## config.mk

```make
export PLATFORM = sky130hd
export DESIGN_NAME = corr_peak_collector_flat
export DESIGN_NICKNAME = d
export VERILOG_FILES = /design/src/rtl/corr_peak_collector_pkg.sv /design/src/rtl/corr_peak_collector_if.sv /design/src/rtl/corr_peak_collector_rr_arbiter.sv /design/src/rtl/corr_peak_collector.sv /design/src/flat_wrapper.sv
export SDC_FILE = /design/constraint.sdc
export NUM_CORES = 1
export LEC_CHECK = 0
export ABC_AREA = 0
export CAP_MARGIN = 0
export CORE_MARGIN = 4
export CORE_UTILIZATION = 35
export CTS_CLUSTER_DIAMETER = 40
export CTS_CLUSTER_SIZE = 24
export DETAILED_ROUTE_END_ITERATION = 12
export SYNTH_ARGS = -nofsm -noshare
export SYNTH_HDL_FRONTEND = slang
export SYNTH_SLANG_ARGS = --single-unit
```

## constraint.sdc

```tcl
create_clock -name clk -period 12 [get_ports clk]
set_input_delay 1.8 -clock clk [delete_from_list [all_inputs] [get_ports clk]]
set_output_delay 1.8 -clock clk [all_outputs]
set_load 0.03 [all_outputs]
```

## src/rtl/corr_peak_collector_pkg.sv

```systemverilog
// corr_pkg: shared types and constants for the correlation peak collector
//   NCH/CHW      channel count and channel index width
//   OFF_*        per-channel register offsets (Cnt, Low, High, Status)
//   state_t      collector FSM states
//   res_t        one result record {ch, cnt, corr, mag, above}
package corr_pkg;
    localparam int NCH = 32;
    localparam int CHW = $clog2(NCH);
    localparam logic [15:0] OFF_CNT = 16'h0;
    localparam logic [15:0] OFF_LO  = 16'h4;
    localparam logic [15:0] OFF_HI  = 16'h8;
    localparam logic [15:0] OFF_ST  = 16'hc;
    typedef enum logic [2:0] {IDLE, REQ, RD_CNT, RD_LO, RD_HI, RD_ST, EVAL, EMIT} state_t;
    typedef struct packed {
        logic [CHW-1:0] ch;
        logic [31:0]    cnt;
        logic [63:0]    corr;
        logic [63:0]    mag;
        logic           above;
    } res_t;
endpackage

```

## src/rtl/corr_peak_collector_if.sv

```systemverilog
// corr_peak_collector_if: host bus master signals plus the result valid/ready channel
//   bus_req/bus_gnt   bus request and grant
//   addr/read/Rdata   read address, strobe and same-cycle read data
//   res_*             result record with valid/ready handshake
//   master modport: collector side; slave modport: host/consumer side
interface corr_peak_collector_if;
    import corr_pkg::*;
    logic           bus_req;
    logic           bus_gnt;
    logic [31:0]    addr;
    logic           read;
    logic [31:0]    Rdata;
    logic           res_valid;
    logic           res_ready;
    logic [CHW-1:0] res_ch;
    logic [31:0]    res_cnt;
    logic [63:0]    res_corr;
    logic [63:0]    res_mag;
    logic           res_above;
    modport master (
        output bus_req, addr, read, res_valid, res_ch, res_cnt, res_corr, res_mag, res_above,
        input  bus_gnt, Rdata, res_ready
    );
    modport slave (
        input  bus_req, addr, read, res_valid, res_ch, res_cnt, res_corr, res_mag, res_above,
        output bus_gnt, Rdata, res_ready
    );
endinterface

```

## src/rtl/corr_peak_collector_rr_arbiter.sv

```systemverilog
// rr_arbiter: first set request bit searching upward from ptr with wrap
//   req  request vector
//   ptr  search start index
//   idx  index of the selected request (0 when none)
//   any  at least one request is set
module rr_arbiter #(
    parameter int NCH = 32,
    parameter int CHW = 5
) (
    input  logic [NCH-1:0] req,
    input  logic [CHW-1:0] ptr,
    output logic [CHW-1:0] idx,
    output logic           any
);
    // Scanning from the far end lets the nearest hit to ptr overwrite the rest.
    always_comb begin
        idx = '0;
        any = |req;
        for (int i = NCH - 1; i >= 0; i--)
            if (req[ptr + CHW'(i)]) idx = ptr + CHW'(i);
    end
endmodule

```

## src/rtl/corr_peak_collector.sv

```systemverilog
// corr_peak_collector: services flagged correlator channels round-robin and reports magnitudes and peak
//   clk, rst     clock, synchronous active-low reset
//   cseen        per-channel correlation-seen flags
//   bus          master modport: bus request/grant, reads, result record handshake
//   thresh       magnitude threshold for res_above
//   peak_clr     clears the peak registers
//   peak_mag/ch  largest magnitude since reset or clear and its channel
//   evt_cnt      accepted records, saturating
module corr_peak_collector
    import corr_pkg::*;
#(
    parameter logic [15:0] CORR_BASE = 16'h07b0,
    parameter logic [15:0] CH_STRIDE = 16'h0010
) (
    input  logic                  clk,
    input  logic                  rst,
    input  logic [NCH-1:0]        cseen,
    corr_peak_collector_if.master bus,
    input  logic [63:0]           thresh,
    input  logic                  peak_clr,
    output logic [63:0]           peak_mag,
    output logic [CHW-1:0]        peak_ch,
    output logic [15:0]           evt_cnt
);
    state_t         state, state_n;
    logic [NCH-1:0] cseen_q, req;
    logic [CHW-1:0] ch, rr_ptr, arb_idx;
    logic           arb_any, rd;
    logic [1:0]     mask_cnt;
    logic [31:0]    cnt_q, lo_q, hi_q;
    logic [63:0]    corr, mag;
    logic [15:0]    off;
    res_t           res_q;

    rr_arbiter #(.NCH(NCH), .CHW(CHW)) u_arb (
        .req(req),
        .ptr(rr_ptr),
        .idx(arb_idx),
        .any(arb_any)
    );

    always_comb begin
        corr = {hi_q, lo_q};
        // Two's-complement negate; -2^63 wraps to itself, which is the correct unsigned magnitude.
        mag = corr[63] ? -corr : corr;
        // The channel just serviced is hidden while its flag clear propagates through cseen_q.
        req = cseen_q & ~(NCH'(mask_cnt != 2'd0) << ch);
        rd = state inside {RD_CNT, RD_LO, RD_HI, RD_ST};
        off = state == RD_LO ? OFF_LO : state == RD_HI ? OFF_HI : state == RD_ST ? OFF_ST : OFF_CNT;
        bus.bus_req = state == REQ || rd;
        // Grant is guaranteed held through RD_ST, so only the earlier reads are gated.
        bus.read = rd && (bus.bus_gnt || state == RD_ST);
        bus.addr = rd ? {16'h0, CORR_BASE + 16'(ch) * CH_STRIDE + off} : 32'h0;
        bus.res_valid = state == EMIT;
        bus.res_ch = res_q.ch;
        bus.res_cnt = res_q.cnt;
        bus.res_corr = res_q.corr;
        bus.res_mag = res_q.mag;
        bus.res_above = res_q.above;
    end

    always_comb begin
        state_n = state;
        case (state)
            IDLE:    state_n = arb_any ? REQ : IDLE;
            REQ:     state_n = bus.bus_gnt ? RD_CNT : REQ;
            RD_CNT:  state_n = bus.bus_gnt ? RD_LO : REQ;
            RD_LO:   state_n = bus.bus_gnt ? RD_HI : REQ;
            RD_HI:   state_n = bus.bus_gnt ? RD_ST : REQ;
            RD_ST:   state_n = EVAL;
            EVAL:    state_n = EMIT;
            EMIT:    state_n = bus.res_ready ? IDLE : EMIT;
            default: state_n = IDLE;
        endcase
    end

    always_ff @(posedge clk) begin
        if (!rst) begin
            state    <= IDLE;
            cseen_q  <= '0;
            ch       <= '0;
            rr_ptr   <= '0;
            mask_cnt <= '0;
            cnt_q    <= '0;
            lo_q     <= '0;
            hi_q     <= '0;
            res_q    <= '0;
            peak_mag <= '0;
            peak_ch  <= '0;
            evt_cnt  <= '0;
        end else begin
            state   <= state_n;
            cseen_q <= cseen;
            if (state == IDLE && arb_any) ch <= arb_idx;
            if (state == RD_CNT && bus.bus_gnt) cnt_q <= bus.Rdata;
            if (state == RD_LO && bus.bus_gnt) lo_q <= bus.Rdata;
            if (state == RD_HI && bus.bus_gnt) hi_q <= bus.Rdata;
            if (state == RD_ST) begin
                rr_ptr   <= ch + CHW'(1);
                mask_cnt <= 2'd2;
            end else if (mask_cnt != 2'd0) begin
                mask_cnt <= mask_cnt - 2'd1;
            end
            if (state == EVAL) res_q <= '{ch, cnt_q, corr, mag, mag >= thresh};
            if (state == EVAL && mag > peak_mag) begin
                peak_mag <= mag;
                peak_ch  <= ch;
            end else if (peak_clr) begin
                peak_mag <= '0;
                peak_ch  <= '0;
            end
            if (state == EMIT && bus.res_ready && evt_cnt != 16'hffff) evt_cnt <= evt_cnt + 16'd1;
        end
    end
endmodule

```

## src/flat_wrapper.sv

```systemverilog
// flat-port wrapper written by rule: the top's interface ports become plain ports
module corr_peak_collector_flat import corr_pkg::*;
#(
    parameter logic [15:0] CORR_BASE = 16'h07b0,
    parameter logic [15:0] CH_STRIDE = 16'h0010
)
  (clk, rst, cseen, thresh, peak_clr, peak_mag, peak_ch, evt_cnt, bus_bus_req, bus_addr, bus_read, bus_res_valid, bus_res_ch, bus_res_cnt, bus_res_corr, bus_res_mag, bus_res_above, bus_bus_gnt, bus_Rdata, bus_res_ready);
  corr_peak_collector_if bus_i ();
  input  logic clk;
  input  logic rst;
  input  logic [NCH-1:0] cseen;
  input  logic [63:0] thresh;
  input  logic peak_clr;
  output logic [63:0] peak_mag;
  output logic [CHW-1:0] peak_ch;
  output logic [15:0] evt_cnt;
  output wire logic [$bits(bus_i.bus_req)-1:0] bus_bus_req;
  output wire logic [$bits(bus_i.addr)-1:0] bus_addr;
  output wire logic [$bits(bus_i.read)-1:0] bus_read;
  output wire logic [$bits(bus_i.res_valid)-1:0] bus_res_valid;
  output wire logic [$bits(bus_i.res_ch)-1:0] bus_res_ch;
  output wire logic [$bits(bus_i.res_cnt)-1:0] bus_res_cnt;
  output wire logic [$bits(bus_i.res_corr)-1:0] bus_res_corr;
  output wire logic [$bits(bus_i.res_mag)-1:0] bus_res_mag;
  output wire logic [$bits(bus_i.res_above)-1:0] bus_res_above;
  input wire logic [$bits(bus_i.bus_gnt)-1:0] bus_bus_gnt;
  input wire logic [$bits(bus_i.Rdata)-1:0] bus_Rdata;
  input wire logic [$bits(bus_i.res_ready)-1:0] bus_res_ready;
  assign bus_bus_req = bus_i.bus_req;
  assign bus_addr = bus_i.addr;
  assign bus_read = bus_i.read;
  assign bus_res_valid = bus_i.res_valid;
  assign bus_res_ch = bus_i.res_ch;
  assign bus_res_cnt = bus_i.res_cnt;
  assign bus_res_corr = bus_i.res_corr;
  assign bus_res_mag = bus_i.res_mag;
  assign bus_res_above = bus_i.res_above;
  assign bus_i.bus_gnt = bus_bus_gnt;
  assign bus_i.Rdata = bus_Rdata;
  assign bus_i.res_ready = bus_res_ready;
  corr_peak_collector #(.CORR_BASE(CORR_BASE), .CH_STRIDE(CH_STRIDE)) u_core (.clk(clk), .rst(rst), .cseen(cseen), .bus(bus_i), .thresh(thresh), .peak_clr(peak_clr), .peak_mag(peak_mag), .peak_ch(peak_ch), .evt_cnt(evt_cnt));
endmodule
```

-- After elaboration in Yosys (flattened, before gate mapping)
Index checks and enable logic that the tools add are counted.
- reductions and logical operators: 17
- magnitude comparators: 34
- add/sub/neg operators: 37
- eq/ne operators: 8
- mux-type cells: 114
- shift operators: 1
- bitwise operators: 3
- operator list (cell ; count):
    5-bit by 6-bit less-than comparator with 1-bit output, second input constant ; 32
    64-bit two-way mux ; 3
    5-bit two-way mux ; 34
    1-bit binary-select mux with 5-bit select ; 32
    5-bit adder, second input constant ; 16
    64-bit >= comparator ; 1
    64-bit greater-than comparator ; 1
    64-bit negator ; 1
    16-bit two-way mux ; 3
    5-bit by 4-bit adder with 5-bit output, second input constant ; 8
    1-bit two-way mux ; 33
    32-bit AND ; 1
    32-bit NOT ; 1
    32-bit OR reduction ; 1
    1-bit by 5-bit left shift with 32-bit output ; 1
    3-bit case mux with 8 select lines ; 1
    5-bit by 3-bit adder with 5-bit output, second input constant ; 4
    16-bit by 1-bit adder with 16-bit output, second input constant ; 1
    16-bit adder ; 1
    16-bit inequality test, second input constant ; 1
    11-bit by 9-bit adder with 12-bit output, first input constant ; 1
    3-bit equality test, second input constant ; 4
    5-bit by 1-bit adder with 5-bit output, second input constant ; 2
    5-bit by 2-bit adder with 5-bit output, second input constant ; 2
    13 further kinds ; 29
- register bits: 394
- output and inout port bits: 286

-- Longest topological paths before layout
- depth in word-level cells: 38
- depth in mapped cells: 27
- depth with buffers taken out: 24

-- By module
Synthesis repeated with hierarchy kept, for this count alone.
- cells, all modules: 3051
- area, all modules: 24731.2 sq um
- modules (own cells, without submodules) (module ; cells each ; area each (sq um) ; times used):
    corr_peak_collector ; 2433 ; 19331.0 ; 1
    rr_arbiter ; 618 ; 5400.2 ; 1

-- Least setup slack after synthesis
OpenSTA, ideal clock, no wires.
- path type: register -> register
- start: reg u_core.lo_q[2]
- end: reg u_core.peak_ch[3]
- required time: 11.929 ns
- period minus slack after synthesis: 5.623 ns
- stages on the path, launching flop included: 27
- arrival time: 5.553 ns
- slack: 6.377 ns
- path through: dfxtp_1 -> or4_4 -> nor4b_4 -> nand4b_1 -> or3_4 -> nand2b_4 -> nand2b_4 -> or3_1 -> buf_2 -> or3_4 -> o31ai_4 -> xor2_1 -> inv_1 -> ha_1 -> a21o_1 -> a21o_1 -> a21o_1 -> a21o_1 -> a21oi_1 -> nor2b_1 -> o21ai_0 -> nand3_1 -> o211ai_1 -> a21oi_1 -> clkbuf_1 -> or3b_2 -> a21oi_1
- word-level cells in the longest chain between the ends: 5
- elaborated cells on any way between the ends: 6
- classes of those cells: add/sub (1); order compare (1); mux (2); reduce/logical (2)
- RTL lines (item ; line ; source):
    from (decl) ; corr_peak_collector.sv:30 ; logic [31:0] cnt_q, lo_q, hi_q;
    from (signal assigned) ; corr_peak_collector.sv:96 ; if (state == RD_LO && bus.bus_gnt) lo_q <= bus.Rdata;
    64-bit negator * ; corr_peak_collector.sv:45 ; mag = corr[63] ? -corr : corr;
    64-bit two-way mux * ; corr_peak_collector.sv:45 ;
    net u_core.mag[57] ; corr_peak_collector.sv:31 ; logic [63:0] corr, mag;
    64-bit greater-than comparator * ; corr_peak_collector.sv:105 ; if (state == EVAL && mag > peak_mag) begin
    1-bit logical AND * ; corr_peak_collector.sv:105 ;
    5-bit two-way mux / 2-bit nonzero test (equally long branches) ; - ;
    to (signal assigned) ; corr_peak_collector.sv:107 ; peak_ch <= ch;
    to (decl) ; corr_peak_collector.sv:22 ; output logic [CHW-1:0] peak_ch,
Mark *: on every way through the listed nets, which the timed path passes. The rest lies on a longest branch.
A chain may end at the register's enable or synchronous reset.

-- Final worst setup path
Ends and elaborated chain as after synthesis.

==> summary.md <==
| Metric | Value |
|---|---|
| Min Hold Slack | 444 ps |
| Cts bufs inserted | 80 |
| Setup TNS | 0 ps |
| CTS sink cnt | 393 |
| Cell area after synthesis | 24,400 sq um |
| IO Count | approximately 420 |
| Commonest cells in the netlist | 495 x nand2_1, 393 x dfxtp_1, 302 x a21oi_1 |
| Vias/cell | 5.55 |
| Crit Path Class | flip-flop to flip-flop |
| Crit-path max FO | 70 |
| Pin count of the biggest net entering global routing | 209 |
| Register bit total from synthesis | 393 |
| Area delta synth->final | 30.5% |
| Crit path DAT | 7080 ps |
| Total of max-cap violations | 0 |
| FF-to-FF setup slack | 5450 ps |
| Post-Synthesis Cells | 3,050 |
| Post-synth EDFFs | 0 |
| Clock transition at path regs | 60 ps |
| Syn. warnings | 0 |
| Residual DRC count | 0 |
| Initial Utilization | 35.4% |
| Worst R2R End | u_core.peak_ch[3]$_SDFFE_PN0P_ |
| I/O Buffers | about 400 |
| Vias in the first global route | 22,700 |
| Die Height | 272 um |
| Cell taking the most area after synthesis | dfxtp_1 |
| Fin crit period | 6550 ps |
| Syn Area/Cell | 8.00 sq um |
| Area share of the largest cell type after synthesis | 32.3% |
| Hold depth | 2 |
| Critical Path Sink Type | flip-flop |
| Root Driver | clkbuf_16 |
| Via count | 24,200 |
| Grt ovf | 0 |
| DR iter-0 viols | 2,374 |
| Die width | about 270 um |
| Fill cells | 6,777 |
| Final WL | 97,800 um |
| First-pass GRT wire length | between 100,000 and 150,000 um |
| Routability cong. | a little over 1 |
| Sequential area share after synthesis | between 30 and 40% |
| Origin of the critical flop-to-flop path | u_core.lo_q[2]$_SDFFE_PN0P_ |
| RSZ-0062 raised after global routing | no |
| H-Tree Depth | 3 |
| 1st-pass router iterations | 5 |
| Max VDD drop | between 100 and 150 uV |
| Layout cells sized above 1 | 9.49% |
| Status | complete, no violations |
| Worst skew pair latency | 650 ps |
| Antenna viol nets, final | 0 |
| Least-Margin Pin Slew | 1160 ps |
| Final setup skew | 43.8 ps |
| Synth unique cells | 100 |
| Pwr Density | 130 nW/um^2 |
| Worst hold endpoint | u_core.bus.res_cnt[11]$_SDFFE_PN0P_ |
| Net count, final | approximately 3,600 |
| Core area | between 60,000 and 70,000 sq um |
| Gr usage total | 25.1% |
| Worst R2R Path Depth | 24 |
| Hold Buf Count CTS | 0 |
| Critical Path Source Type | flip-flop |
| Post-synth ARST share | 0% |
| Post-CTS Setup Repair Bufs | 0 |
| HPWL after detailed placement | 72,800 um |
| CTS Buffer Depth | 3 |
| Most common cell in the netlist | nand2_1 |
| Final Hold Viols | 0 |
| Critical Path RT | 12,530 ps |
| Leakage | 0.0126 uW |
| Final period utilization | a little over half |
| Die footprint | ~74,000 sq um |
| Max Clk Rate | around 0.15 GHz |
| Final core occ | 46.2% |
| Initial antenna violation count | 4 |
| Ys flop type | dfxtp_1 |
| Resized cells post-CTS | 0 |
| Hold Path Origin | u_core.cnt_q[11]$_SDFFE_PN0P_ |
| Synth area leaders | dfxtp_1 32%, nand2_1 7.6%, ha_1 7.4% |
| # rows | 96 |
| Endpoints failing setup | 0 |
| CTS tree | done |
| Slew headroom | ~22% |
| Max-slew violation count | 0 |
| Hold Crit Class | flip-flop to flip-flop |
| DR WL/cell | 22.4 um |
[worst max-delay path by stage]
stage,startpoint,to
after detailed placement,u_core.lo_q[2]$_SDFFE_PN0P_,u_core.peak_ch[0]$_SDFFE_PN0P_
after floorplan,u_core.lo_q[2]$_SDFFE_PN0P_,u_core.peak_ch[3]$_SDFFE_PN0P_
after CTS,u_core.lo_q[2]$_SDFFE_PN0P_,u_core.peak_ch[3]$_SDFFE_PN0P_
after global placement,u_core.lo_q[2]$_SDFFE_PN0P_,u_core.peak_ch[0]$_SDFFE_PN0P_
after global routing,u_core.lo_q[2]$_SDFFE_PN0P_,u_core.peak_ch[0]$_SDFFE_PN0P_
final,u_core.lo_q[2]$_SDFFE_PN0P_,u_core.peak_ch[3]$_SDFFE_PN0P_
[state kept, by name, indices dropped and copies added, names as in the netlist]
register	count
u_core.bus.res_mag	64
u_core.peak_mag	64
u_core.bus.res_corr	63
u_core.bus.res_cnt	32
u_core.cnt_q	32
u_core.cseen_q	32
u_core.hi_q	32
u_core.lo_q	32
u_core.evt_cnt	16
u_core.bus.res_ch	5
u_core.ch	5
u_core.peak_ch	5
u_core.rr_ptr	5
u_core.state	3
u_core.mask_cnt	2
u_core.bus.res_above	1
[routing by layer]
layer  part of all wire (%)  vias to the layer above  global-route usage (%)
met5                 0.0082                        -                       0
met1                     42                    11500                    32.9
li1                       -                    11400                       -
met4                    3.9                        2                    9.32
met2                     44                     1060                    38.9
met3                    9.6                      204                    7.82
[report_power, final]
group          switching (uW)  internal (uW)  leakage [uW]  total, uW
Combinational             264            158       0.00806        422
Sequential               12.1           1320       0.00318       1330
Clock                     839           1530       0.00140       2370
[layout make-up]
| type | instances | area (sq um) | area share [%] |
|---|---|---|---|
| Tap cell | 931 | 1160 | 3.66 |
| Clock buffer | 92 | 2110 | 6.62 |
| Clock inverter | 54 | 752 | 2.36 |
| Timing Repair Buffer | 430 | 4240 | 13.3 |
| Sequential cell | 393 | 7870 | 24.7 |
| Multi-Input combinational cell | 2239 | 14900 | 46.7 |
| Antenna cell | 4 | 10.0 | 0.0315 |
| Inverter | 215 | 815 | 2.56 |
[cell usage in the layout (no fill, tap or decap), types with 14 or more instances in the layout]
cell / instances
clkbuf_16: 81
o22ai_1: 18
a21o_1: 55
a21oi_1: 301
nand4_1: 40
o21ai_0: 97
o31ai_1: 37
conb_1: 22
nor2_1: 201
mux2_2: 24
or3_1: 23
nand3_1: 64
xnor2_1: 41
xor2_1: 76
mux4_2: 46
a211oi_1: 69
nand2_1: 494
o41ai_1: 43
nor3_1: 23
buf_4: 33
nand2b_1: 14
a31o_2: 21
nor4_1: 39
and2_1: 39
ha_1: 144
inv_6: 21
clkdlybuf4s50_1: 394
mux2i_1: 63
dfxtp_1: 390
nor2b_1: 23
inv_1: 209
[cells by family (layout without fill, tap and decap cells)]
| family | after synthesis | count (layout) | share of synthesized area [%] |
|---|---|---|---|
| DFF | 393 | 393 | 32.3 |
| AOI/OAI and AO/OA | 799 | 799 | 21.5 |
| adders and majority gates | 144 | 144 | 7.39 |
| xor gates and xnor gates | 119 | 119 | 4.27 |
| muxes | 136 | 136 | 8.16 |
| other | 1 | 26 | 0.0154 |
| buffers and inverters | 439 | 791 | 7.28 |
| and+or+nand+nor | 1019 | 1019 | 19.1 |
[worst max-delay path, cell delays in order (launching register included)]
cell	delay (ps)
dfxtp_1	370
or4_4	600
nor4b_4	280
nand4b_1	210
or3_4	400
nand2b_4	180
nand2b_4	170
or3_1	450
or3_4	480
o31ai_4	180
xor2_1	300
inv_1	140
ha_1	310
a21o_1	160
a21o_1	180
a21o_1	170
a21o_1	180
a21oi_1	140
nor2b_1	50
o21ai_0	180
and3_1	240
a21oi_4	70
buf_4	340
or3b_2	520
a21oi_1	140
[metrics by stage]
step	cell area, sq um	worst slack (ps)	cells	power (uW)
2_1_floorplan	24500	6380	3071	1620
5_1_grt	31800	5010	4356	4250
4_1_cts	31800	5490	4354	4150
3_5_place_dp	29000	5520	4208	1770
6_report	31800	5450	4358	4120
3_3_place_gp	29000	5540	4208	1770
(Power assumes the default switching activity.)
